[src/rtl/exu_dispatch_if.sv]
`default_nettype none
// ============================================================================
//  Module  : exu_dispatch_if
//  Brief   : Decode / execute / writeback signal bundle for exu_dispatch.
//  Revision: 1.0  initial release
// ============================================================================
interface exu_dispatch_if #(
    parameter int XLEN        = 64,
    parameter int ALUOP_WIDTH = 4,
    parameter int BRSEL_WIDTH = 3
);
    // Decode side
    logic                   in_valid;
    logic                   in_ready;
    logic [XLEN-1:0]        in_pc;
    logic [XLEN-1:0]        in_rs1_val;
    logic [XLEN-1:0]        in_rs2_val;
    logic [XLEN-1:0]        in_imm;
    logic                   in_asel;
    logic                   in_bsel;
    logic [ALUOP_WIDTH-1:0] in_aluop;
    logic [BRSEL_WIDTH-1:0] in_brsel;
    logic [4:0]             in_rs1_idx;
    logic [4:0]             in_rs2_idx;
    logic [4:0]             in_rd;
    logic                   in_wen;
    // Execute side
    logic                   exu_valid;
    logic [XLEN-1:0]        exu_A;
    logic [XLEN-1:0]        exu_B;
    logic [XLEN-1:0]        exu_rs1;
    logic [XLEN-1:0]        exu_rs2;
    logic [XLEN-1:0]        exu_pc;
    logic [XLEN-1:0]        exu_sext;
    logic [ALUOP_WIDTH-1:0] exu_aluop;
    logic [BRSEL_WIDTH-1:0] exu_brsel;
    logic [XLEN-1:0]        exu_alu_out;
    logic [XLEN-1:0]        exu_br_out;
    logic                   exu_redirect;
    logic                   exu_finish;
    // Writeback / redirect side
    logic                   wb_valid;
    logic                   wb_wen;
    logic [4:0]             wb_rd;
    logic [XLEN-1:0]        wb_data;
    logic [XLEN-1:0]        wb_pc;
    logic                   redirect_valid;
    logic [XLEN-1:0]        redirect_pc;
    logic                   err;

    // Environment: decode, exu and writeback consumers
    modport master (
        output in_valid, in_pc, in_rs1_val, in_rs2_val, in_imm, in_asel, in_bsel,
               in_aluop, in_brsel, in_rs1_idx, in_rs2_idx, in_rd, in_wen,
        input  in_ready,
        input  exu_valid, exu_A, exu_B, exu_rs1, exu_rs2, exu_pc, exu_sext,
               exu_aluop, exu_brsel,
        output exu_alu_out, exu_br_out, exu_redirect, exu_finish,
        input  wb_valid, wb_wen, wb_rd, wb_data, wb_pc, redirect_valid, redirect_pc, err
    );

    // Dispatcher
    modport slave (
        input  in_valid, in_pc, in_rs1_val, in_rs2_val, in_imm, in_asel, in_bsel,
               in_aluop, in_brsel, in_rs1_idx, in_rs2_idx, in_rd, in_wen,
        output in_ready,
        output exu_valid, exu_A, exu_B, exu_rs1, exu_rs2, exu_pc, exu_sext,
               exu_aluop, exu_brsel,
        input  exu_alu_out, exu_br_out, exu_redirect, exu_finish,
        output wb_valid, wb_wen, wb_rd, wb_data, wb_pc, redirect_valid, redirect_pc, err
    );
endinterface
`default_nettype wire

[src/rtl/exu_dispatch.sv]
`default_nettype none
// ============================================================================
//  Module  : exu_dispatch
//  Brief   : Single-op issue controller between decode and exu; issues one op,
//            waits for exu_finish (with timeout) and emits writeback/redirect.
//            Optional: EXU_DISPATCH_BYPASS_EN enables last-writeback bypass.
//  Revision: 1.0  initial release
// ============================================================================
module exu_dispatch #(
    parameter int XLEN        = 64,
    parameter int TIMEOUT     = 255,
    parameter int ALUOP_WIDTH = 4,
    parameter int BRSEL_WIDTH = 3
) (
    input  wire logic         clk,
    input  wire logic         rst,
    exu_dispatch_if.slave     bus
);
    localparam logic [7:0] c_timeout = 8'(TIMEOUT);

    typedef enum logic [1:0] {
        S_IDLE  = 2'd0,
        S_ISSUE = 2'd1,
        S_WAIT  = 2'd2,
        S_WB    = 2'd3
    } state_t;

    state_t                 r_state;
    logic [7:0]             r_timer;
    logic                   r_exu_valid;
    logic [XLEN-1:0]        r_exu_a;
    logic [XLEN-1:0]        r_exu_b;
    logic [XLEN-1:0]        r_exu_rs1;
    logic [XLEN-1:0]        r_exu_rs2;
    logic [XLEN-1:0]        r_exu_pc;
    logic [XLEN-1:0]        r_exu_sext;
    logic [ALUOP_WIDTH-1:0] r_exu_aluop;
    logic [BRSEL_WIDTH-1:0] r_exu_brsel;
    logic [4:0]             r_rd;
    logic                   r_wen;
    logic                   r_wb_valid;
    logic                   r_wb_wen;
    logic [4:0]             r_wb_rd;
    logic [XLEN-1:0]        r_wb_data;
    logic [XLEN-1:0]        r_wb_pc;
    logic                   r_redirect_valid;
    logic [XLEN-1:0]        r_redirect_pc;
    logic                   r_err;

    logic                   w_finish;
    logic                   w_timeout;
    logic [7:0]             w_timer_nxt;
    logic [XLEN-1:0]        w_rs1;
    logic [XLEN-1:0]        w_rs2;

    assign w_timer_nxt = r_timer + 8'd1;
    // Finish has priority over an expiring timer on the same cycle
    assign w_finish    = (r_state == S_WAIT) && bus.exu_finish;
    assign w_timeout   = (r_state == S_WAIT) && !bus.exu_finish && (w_timer_nxt == c_timeout);

`ifdef EXU_DISPATCH_BYPASS_EN
    logic            r_byp_valid;
    logic [4:0]      r_byp_rd;
    logic [XLEN-1:0] r_byp_data;

    always_ff @(posedge clk) begin
        if (rst) begin
            r_byp_valid <= 1'b0;
            r_byp_rd    <= 5'd0;
            r_byp_data  <= '0;
        end else if (w_finish && r_wen && (r_rd != 5'd0)) begin
            r_byp_valid <= 1'b1;
            r_byp_rd    <= r_rd;
            r_byp_data  <= bus.exu_alu_out;
        end else if (w_timeout) begin
            r_byp_valid <= 1'b0;
        end
    end

    assign w_rs1 = (r_byp_valid && (bus.in_rs1_idx != 5'd0) && (bus.in_rs1_idx == r_byp_rd))
                   ? r_byp_data : bus.in_rs1_val;
    assign w_rs2 = (r_byp_valid && (bus.in_rs2_idx != 5'd0) && (bus.in_rs2_idx == r_byp_rd))
                   ? r_byp_data : bus.in_rs2_val;
`else
    logic w_unused_idx;

    assign w_unused_idx = ^{bus.in_rs1_idx, bus.in_rs2_idx};
    assign w_rs1        = bus.in_rs1_val;
    assign w_rs2        = bus.in_rs2_val;
`endif

    always_ff @(posedge clk) begin
        if (rst) begin
            r_state          <= S_IDLE;
            r_timer          <= 8'd0;
            r_exu_valid      <= 1'b0;
            r_exu_a          <= '0;
            r_exu_b          <= '0;
            r_exu_rs1        <= '0;
            r_exu_rs2        <= '0;
            r_exu_pc         <= '0;
            r_exu_sext       <= '0;
            r_exu_aluop      <= '0;
            r_exu_brsel      <= '0;
            r_rd             <= 5'd0;
            r_wen            <= 1'b0;
            r_wb_valid       <= 1'b0;
            r_wb_wen         <= 1'b0;
            r_wb_rd          <= 5'd0;
            r_wb_data        <= '0;
            r_wb_pc          <= '0;
            r_redirect_valid <= 1'b0;
            r_redirect_pc    <= '0;
            r_err            <= 1'b0;
        end else begin
            r_exu_valid      <= 1'b0;
            r_wb_valid       <= 1'b0;
            r_redirect_valid <= 1'b0;
            case (r_state)
                S_IDLE: begin
                    if (bus.in_valid) begin
                        r_exu_valid <= 1'b1;
                        r_exu_a     <= bus.in_asel ? bus.in_pc  : w_rs1;
                        r_exu_b     <= bus.in_bsel ? bus.in_imm : w_rs2;
                        r_exu_rs1   <= w_rs1;
                        r_exu_rs2   <= w_rs2;
                        r_exu_pc    <= bus.in_pc;
                        r_exu_sext  <= bus.in_imm;
                        r_exu_aluop <= bus.in_aluop;
                        r_exu_brsel <= bus.in_brsel;
                        r_rd        <= bus.in_rd;
                        r_wen       <= bus.in_wen;
                        r_state     <= S_ISSUE;
                    end
                end
                S_ISSUE: begin
                    r_timer <= 8'd0;
                    r_state <= S_WAIT;
                end
                S_WAIT: begin
                    if (w_finish) begin
                        r_wb_valid       <= 1'b1;
                        r_wb_wen         <= r_wen && (r_rd != 5'd0);
                        r_wb_rd          <= r_rd;
                        r_wb_data        <= bus.exu_alu_out;
                        r_wb_pc          <= r_exu_pc;
                        r_redirect_valid <= (r_exu_brsel != '0) && bus.exu_redirect;
                        r_redirect_pc    <= bus.exu_br_out;
                        r_state          <= S_WB;
                    end else if (w_timeout) begin
                        // Op is abandoned: no writeback, no redirect
                        r_err   <= 1'b1;
                        r_state <= S_IDLE;
                    end else begin
                        r_timer <= w_timer_nxt;
                    end
                end
                S_WB: begin
                    r_state <= S_IDLE;
                end
                default: r_state <= S_IDLE;
            endcase
        end
    end

    assign bus.in_ready       = (r_state == S_IDLE);
    assign bus.exu_valid      = r_exu_valid;
    assign bus.exu_A          = r_exu_a;
    assign bus.exu_B          = r_exu_b;
    assign bus.exu_rs1        = r_exu_rs1;
    assign bus.exu_rs2        = r_exu_rs2;
    assign bus.exu_pc         = r_exu_pc;
    assign bus.exu_sext       = r_exu_sext;
    assign bus.exu_aluop      = r_exu_aluop;
    assign bus.exu_brsel      = r_exu_brsel;
    assign bus.wb_valid       = r_wb_valid;
    assign bus.wb_wen         = r_wb_wen;
    assign bus.wb_rd          = r_wb_rd;
    assign bus.wb_data        = r_wb_data;
    assign bus.wb_pc          = r_wb_pc;
    assign bus.redirect_valid = r_redirect_valid;
    assign bus.redirect_pc    = r_redirect_pc;
    assign bus.err            = r_err;
endmodule
`default_nettype wire

[src/flat_wrapper.sv]
// flat-port wrapper written by rule: the top's interface ports become plain ports
module exu_dispatch_flat 
#(
    parameter int XLEN        = 64,
    parameter int TIMEOUT     = 255,
    parameter int ALUOP_WIDTH = 4,
    parameter int BRSEL_WIDTH = 3
)
  (clk, rst, bus_in_valid, bus_in_pc, bus_in_rs1_val, bus_in_rs2_val, bus_in_imm, bus_in_asel, bus_in_bsel, bus_in_aluop, bus_in_brsel, bus_in_rs1_idx, bus_in_rs2_idx, bus_in_rd, bus_in_wen, bus_in_ready, bus_exu_valid, bus_exu_A, bus_exu_B, bus_exu_rs1, bus_exu_rs2, bus_exu_pc, bus_exu_sext, bus_exu_aluop, bus_exu_brsel, bus_exu_alu_out, bus_exu_br_out, bus_exu_redirect, bus_exu_finish, bus_wb_valid, bus_wb_wen, bus_wb_rd, bus_wb_data, bus_wb_pc, bus_redirect_valid, bus_redirect_pc, bus_err);
  exu_dispatch_if #(.XLEN(XLEN), .ALUOP_WIDTH(ALUOP_WIDTH), .BRSEL_WIDTH(BRSEL_WIDTH)) bus_i ();
  input  wire logic clk;
  input  wire logic rst;
  input wire logic [$bits(bus_i.in_valid)-1:0] bus_in_valid;
  input wire logic [$bits(bus_i.in_pc)-1:0] bus_in_pc;
  input wire logic [$bits(bus_i.in_rs1_val)-1:0] bus_in_rs1_val;
  input wire logic [$bits(bus_i.in_rs2_val)-1:0] bus_in_rs2_val;
  input wire logic [$bits(bus_i.in_imm)-1:0] bus_in_imm;
  input wire logic [$bits(bus_i.in_asel)-1:0] bus_in_asel;
  input wire logic [$bits(bus_i.in_bsel)-1:0] bus_in_bsel;
  input wire logic [$bits(bus_i.in_aluop)-1:0] bus_in_aluop;
  input wire logic [$bits(bus_i.in_brsel)-1:0] bus_in_brsel;
  input wire logic [$bits(bus_i.in_rs1_idx)-1:0] bus_in_rs1_idx;
  input wire logic [$bits(bus_i.in_rs2_idx)-1:0] bus_in_rs2_idx;
  input wire logic [$bits(bus_i.in_rd)-1:0] bus_in_rd;
  input wire logic [$bits(bus_i.in_wen)-1:0] bus_in_wen;
  output wire logic [$bits(bus_i.in_ready)-1:0] bus_in_ready;
  output wire logic [$bits(bus_i.exu_valid)-1:0] bus_exu_valid;
  output wire logic [$bits(bus_i.exu_A)-1:0] bus_exu_A;
  output wire logic [$bits(bus_i.exu_B)-1:0] bus_exu_B;
  output wire logic [$bits(bus_i.exu_rs1)-1:0] bus_exu_rs1;
  output wire logic [$bits(bus_i.exu_rs2)-1:0] bus_exu_rs2;
  output wire logic [$bits(bus_i.exu_pc)-1:0] bus_exu_pc;
  output wire logic [$bits(bus_i.exu_sext)-1:0] bus_exu_sext;
  output wire logic [$bits(bus_i.exu_aluop)-1:0] bus_exu_aluop;
  output wire logic [$bits(bus_i.exu_brsel)-1:0] bus_exu_brsel;
  input wire logic [$bits(bus_i.exu_alu_out)-1:0] bus_exu_alu_out;
  input wire logic [$bits(bus_i.exu_br_out)-1:0] bus_exu_br_out;
  input wire logic [$bits(bus_i.exu_redirect)-1:0] bus_exu_redirect;
  input wire logic [$bits(bus_i.exu_finish)-1:0] bus_exu_finish;
  output wire logic [$bits(bus_i.wb_valid)-1:0] bus_wb_valid;
  output wire logic [$bits(bus_i.wb_wen)-1:0] bus_wb_wen;
  output wire logic [$bits(bus_i.wb_rd)-1:0] bus_wb_rd;
  output wire logic [$bits(bus_i.wb_data)-1:0] bus_wb_data;
  output wire logic [$bits(bus_i.wb_pc)-1:0] bus_wb_pc;
  output wire logic [$bits(bus_i.redirect_valid)-1:0] bus_redirect_valid;
  output wire logic [$bits(bus_i.redirect_pc)-1:0] bus_redirect_pc;
  output wire logic [$bits(bus_i.err)-1:0] bus_err;
  assign bus_i.in_valid = bus_in_valid;
  assign bus_i.in_pc = bus_in_pc;
  assign bus_i.in_rs1_val = bus_in_rs1_val;
  assign bus_i.in_rs2_val = bus_in_rs2_val;
  assign bus_i.in_imm = bus_in_imm;
  assign bus_i.in_asel = bus_in_asel;
  assign bus_i.in_bsel = bus_in_bsel;
  assign bus_i.in_aluop = bus_in_aluop;
  assign bus_i.in_brsel = bus_in_brsel;
  assign bus_i.in_rs1_idx = bus_in_rs1_idx;
  assign bus_i.in_rs2_idx = bus_in_rs2_idx;
  assign bus_i.in_rd = bus_in_rd;
  assign bus_i.in_wen = bus_in_wen;
  assign bus_in_ready = bus_i.in_ready;
  assign bus_exu_valid = bus_i.exu_valid;
  assign bus_exu_A = bus_i.exu_A;
  assign bus_exu_B = bus_i.exu_B;
  assign bus_exu_rs1 = bus_i.exu_rs1;
  assign bus_exu_rs2 = bus_i.exu_rs2;
  assign bus_exu_pc = bus_i.exu_pc;
  assign bus_exu_sext = bus_i.exu_sext;
  assign bus_exu_aluop = bus_i.exu_aluop;
  assign bus_exu_brsel = bus_i.exu_brsel;
  assign bus_i.exu_alu_out = bus_exu_alu_out;
  assign bus_i.exu_br_out = bus_exu_br_out;
  assign bus_i.exu_redirect = bus_exu_redirect;
  assign bus_i.exu_finish = bus_exu_finish;
  assign bus_wb_valid = bus_i.wb_valid;
  assign bus_wb_wen = bus_i.wb_wen;
  assign bus_wb_rd = bus_i.wb_rd;
  assign bus_wb_data = bus_i.wb_data;
  assign bus_wb_pc = bus_i.wb_pc;
  assign bus_redirect_valid = bus_i.redirect_valid;
  assign bus_redirect_pc = bus_i.redirect_pc;
  assign bus_err = bus_i.err;
  exu_dispatch #(.XLEN(XLEN), .TIMEOUT(TIMEOUT), .ALUOP_WIDTH(ALUOP_WIDTH), .BRSEL_WIDTH(BRSEL_WIDTH)) u_core (.clk(clk), .rst(rst), .bus(bus_i));
endmodule
[config.mk]
export PLATFORM = sky130hd
export DESIGN_NAME = exu_dispatch_flat
export DESIGN_NICKNAME = d
export VERILOG_FILES = /design/src/rtl/exu_dispatch_if.sv /design/src/rtl/exu_dispatch.sv /design/src/flat_wrapper.sv
export SDC_FILE = /design/constraint.sdc
export NUM_CORES = 1
export LEC_CHECK = 0
export BUFFER_PORTS_ARGS = -buffer_cell sky130_fd_sc_hd__buf_2
export CORE_AREA = 8 8 387 389
export CTS_CLUSTER_DIAMETER = 150
export DETAILED_ROUTE_END_ITERATION = 8
export DIE_AREA = 0 0 395 397
export GPL_TIMING_DRIVEN = 0
export PLACE_DENSITY = 0.38
export RECOVER_POWER = 50
export REMOVE_ABC_BUFFERS = 1
export SLEW_MARGIN = 20
export SYNTH_ARGS = -nofsm -noshare
export SYNTH_HDL_FRONTEND = slang
export SYNTH_SLANG_ARGS = --single-unit
[constraint.sdc]
create_clock -name clk -period 6 [get_ports clk]
set_input_delay 1.2 -clock clk [delete_from_list [all_inputs] [get_ports clk]]
set_output_delay 1.2 -clock clk [all_outputs]
set_load 0.005 [all_outputs]
==> key figures <==
Placement
  • Detailed-placement wirelength estimate: 94200 um
  • Worst slack at placement: between 2 and 2.5 ns
  • Total of buffers placed on input and output ports: 997
  • Placer congestion estimate: 0.795
  • Post-Place Cells: 5429
  • Post-Place Cell Area: 29700 sq um

Worst setup path
  • Crit path capture type: flip-flop
  • Startpoint class of the critical path: flip-flop
  • Max FO, Critical Path: 58
  • WP depth: 9
  • Critical path, cell by cell: inv_1 -> ha_1 -> and2_0 -> buf_12 -> buf_16 -> buf_16 -> buf_16 -> nor2_1 -> a211oi_1
  • Family with the most delay on the worst path: simple AND/OR/NAND/NOR gates
  • Arrival time worst endpoint: about 4.7 ns
  • CP Data Required Time: around 6.6 ns
  • Number of buffer and inverter stages on the critical path: 5
  • Cell at the slowest stage of the critical path: sky130_fd_sc_hd__and2_0
  • Number of cells traversed by the worst register-to-register path: 9
  • Crit path top cell by count: sky130_fd_sc_hd__buf_16
  • Worst path max stage delay: 1.61 ns
  • Start-to-end type of the worst setup path: flip-flop to flip-flop

Logic synthesis
  • Post-synth EDFFs: 0
  • Number of instances in the synthesized netlist: 2696
  • Yosys warnings: 0
  • Flip-flop cell with the highest count after synthesis: sky130_fd_sc_hd__dfxtp_1
  • #FFs+latches synth: between 600 and 700
  • Post-Syn Area per Cell: 8.23 sq um
  • Number of distinct library cells after synthesis: 45
  • Fraction of registers with async set or reset after synthesis: 0%
  • Sequential cell area fraction in the yosys report: 55.0%
  • Combined area of all synthesized cells: 22200 sq um

Routing
  • Initial DRC Count: 1045
  • Via count: 22007
  • Detail Route Antenna Nets: 0
  • WL per Instance: 21.6 um
  • Drt via density: slightly below 4
  • Total Wirelength: 121000 um
  • Residual DRC count: 0
  • Detailed Routing Iterations Pass 1: 5

Timing
  • Post-Route Setup TNS: 0 ns
  • Top achievable clock speed: 244 MHz
  • Worst-case clock skew: 0.0226 ns
  • Worst slew margin: -43.2%
  • Post-layout minimum cycle time: 4.10 ns
  • Setup repair after global routing missed its margin: no
  • Count of final setup violators: 0
  • Post-route clock period utilization: between 60 and 70%
  • Worst-case hold slack: between 0.4 and 0.5 ns
  • Count of pins over their slew limit: 57
  • Number of endpoints with negative hold slack in the final report: 0
  • PnR worst setup slack: 1.90 ns
  • Actual transition at the worst max-transition pin: 2.15 ns

Final layout
  • Commonest non-fill, non-tap cell in the layout: sky130_fd_sc_hd__nand2_1
  • Final design utilization: 22.1%
  • Area taken by flip-flops and latches: about 12000 sq um
  • Layout-stage area growth over the synthesis result: 43.7%
  • Fraction of layout cells with a size suffix above 1: 21.6%
  • Post-layout nets: roughly 4000
  • Filler Cell Count: 16393
  • Final Cell Area: approximately 32000 sq um
  • Combined area of the multi-input logic cells: 9120 sq um
  • Non-filler cells, final: ~5600
  • Commonest cells after routing, fill and taps aside: sky130_fd_sc_hd__nand2_1, sky130_fd_sc_hd__buf_2, sky130_fd_sc_hd__dfxtp_1, sky130_fd_sc_hd__a21oi_1, sky130_fd_sc_hd__clkbuf_1

Min path
  • Hold WC Path Type: flip-flop to flip-flop
  • Worst Hold Depth: 2

Power and ir drop
  • Power per standard cell area: 420 nW/um^2
  • Maximum VDD drop: 242 uV
  • Leak: roughly 13 nW
  • Total power after layout: 13.4 mW

Clock network
  • Clock latency at the later pin of the worst-skew pair: 0.66 ns
  • Clock tree from TritonCTS: built
  • Max Root-Sink Buffers: 3
  • Num CTS Buffers: 80
  • Clock-pin transition on the worst setup and hold timing paths: 0.06 ns
  • H-tree depth: 3
  • Cts hold-fix bufs: 0
  • Num Clock Sinks: a little over 600
  • Clock root buffer: sky130_fd_sc_hd__clkbuf_16
  • Post-CTS setup buffers: 0
  • Post-CTS sizing: 0

Die
  • Placeable core area: 144000 sq um
  • Ports: slightly above 1000
  • Starting Density: 15.4%
  • Vertical die dimension: 397 um
  • Number of cell rows: 140
  • Total die area: 157000 sq um
  • Die Wd: between 300 and 400 um

Global routing
  • Aggregate global routing overflow: 0
  • Maximum number of pins on one net before global-route repair: slightly below 100
  • Wire length of the first global-routing pass: 168000 um
  • Combined global-route utilization of all metal layers: 14.6%
  • Initial antenna violation count: 60
  • Via count of the first global-routing pass: approximately 22000

Run status
  • Failing checks: capacitance limit, slew limit
  • Result of the run: finished, violations left

Flow run
  • Max-cap violation count: 2
## final timing paths
check	from	end	slack, ns
setup / recovery	u_core.r_state[0]	u_core.bus.exu_A[32]	1.90
hold / removal	u_core.bus.wb_pc[1]	u_core.bus.wb_pc[1]	0.45
setup reg to reg	u_core.r_state[0]	u_core.bus.exu_A[32]	1.90
hold reg to reg	u_core.bus.wb_pc[1]	u_core.bus.wb_pc[1]	0.45
## sequential cells by signal, summed over array words and instances, names as in the netlist, 8 cells and up
| register | flops |
|---|---|
| u_core.bus.exu_sext | 64 |
| u_core.bus.wb_pc | 64 |
| u_core.bus.exu_rs1 | 64 |
| u_core.bus.wb_data | 64 |
| u_core.bus.exu_rs2 | 64 |
| u_core.bus.redirect_pc | 64 |
| u_core.bus.exu_A | 64 |
| u_core.bus.exu_B | 64 |
| u_core.r_timer | 8 |
| u_core.bus.exu_pc | 64 |
## cell families (layout without fill, tap and decap cells)
kind of cell    Yosys count  in the layout  synth area share [%]
compound gates          631            631                  16.1
fa+ha+maj                 4              4                 0.226
buf+inv                 222           1178                  3.92
flops                   609            609                  55.0
mux                     129            129                  5.82
other cells               0             14                     0
simple gates           1101           1101                  19.0
## worst reg2reg max path: cells and delay by family (launching register included)
kind            cells  cell delay (ns)
fa+ha+maj           1             0.28
buf+inv             5             1.42
flops               1             0.34
simple gates        2             1.73
compound gates      1             0.23
## synthesized netlist by cell type (2+ instances only)
cell	n	area, sq um
sky130_fd_sc_hd__inv_1	4	15.0
sky130_fd_sc_hd__o21ai_0	3	15.0
sky130_fd_sc_hd__or3_1	2	12.5
sky130_fd_sc_hd__ha_1	4	50.1
sky130_fd_sc_hd__clkbuf_1	172	646
sky130_fd_sc_hd__or4_1	2	15.0
sky130_fd_sc_hd__a21oi_1	473	2370
sky130_fd_sc_hd__nand4_1	2	12.5
sky130_fd_sc_hd__o21ai_1	2	10.0
sky130_fd_sc_hd__mux2i_1	129	1290
sky130_fd_sc_hd__inv_2	2	7.51
sky130_fd_sc_hd__a31oi_1	4	25.0
sky130_fd_sc_hd__o311ai_0	2	17.5
sky130_fd_sc_hd__nand2_1	946	3550
sky130_fd_sc_hd__dfxtp_1	609	12200
sky130_fd_sc_hd__nand3b_1	3	22.5
sky130_fd_sc_hd__o31ai_1	4	30.0
sky130_fd_sc_hd__o211ai_1	3	22.5
sky130_fd_sc_hd__nor2_1	135	507
sky130_fd_sc_hd__buf_1	23	86.3
sky130_fd_sc_hd__a311oi_1	2	17.5
sky130_fd_sc_hd__a211oi_1	129	968
sky130_fd_sc_hd__buf_2	19	95.1
## per-layer routing
layer / wire length (um) / part of all wire, % / GRT usage, %
met5: 57 / 0.047 / 0
met4: 5010 / 4.2 / 5.87
met3: 12000 / 10 / 6.56
met2: 58200 / 48 / 25.1
met1: 45200 / 38 / 15.5
## report_power, final
part | internal [mW] | switching, mW | leakage, nW
Combinational | 1.20 | 2.18 | 6.32
Clock | 2.93 | 2.00 | 1.31
Sequential | 4.71 | 0.366 | 4.98
## cell type report
class	count	area share, %
clock buffers	114	7.18
well taps	1917	7.52
inverters	6	0.0707
repair buffers	1032	17.0
clock inverters	26	1.22
multi-input cells	1865	28.6
flip-flops and latches	609	38.2
diodes	14	0.110
No activity file was read; power rests on OpenSTA's default activity.
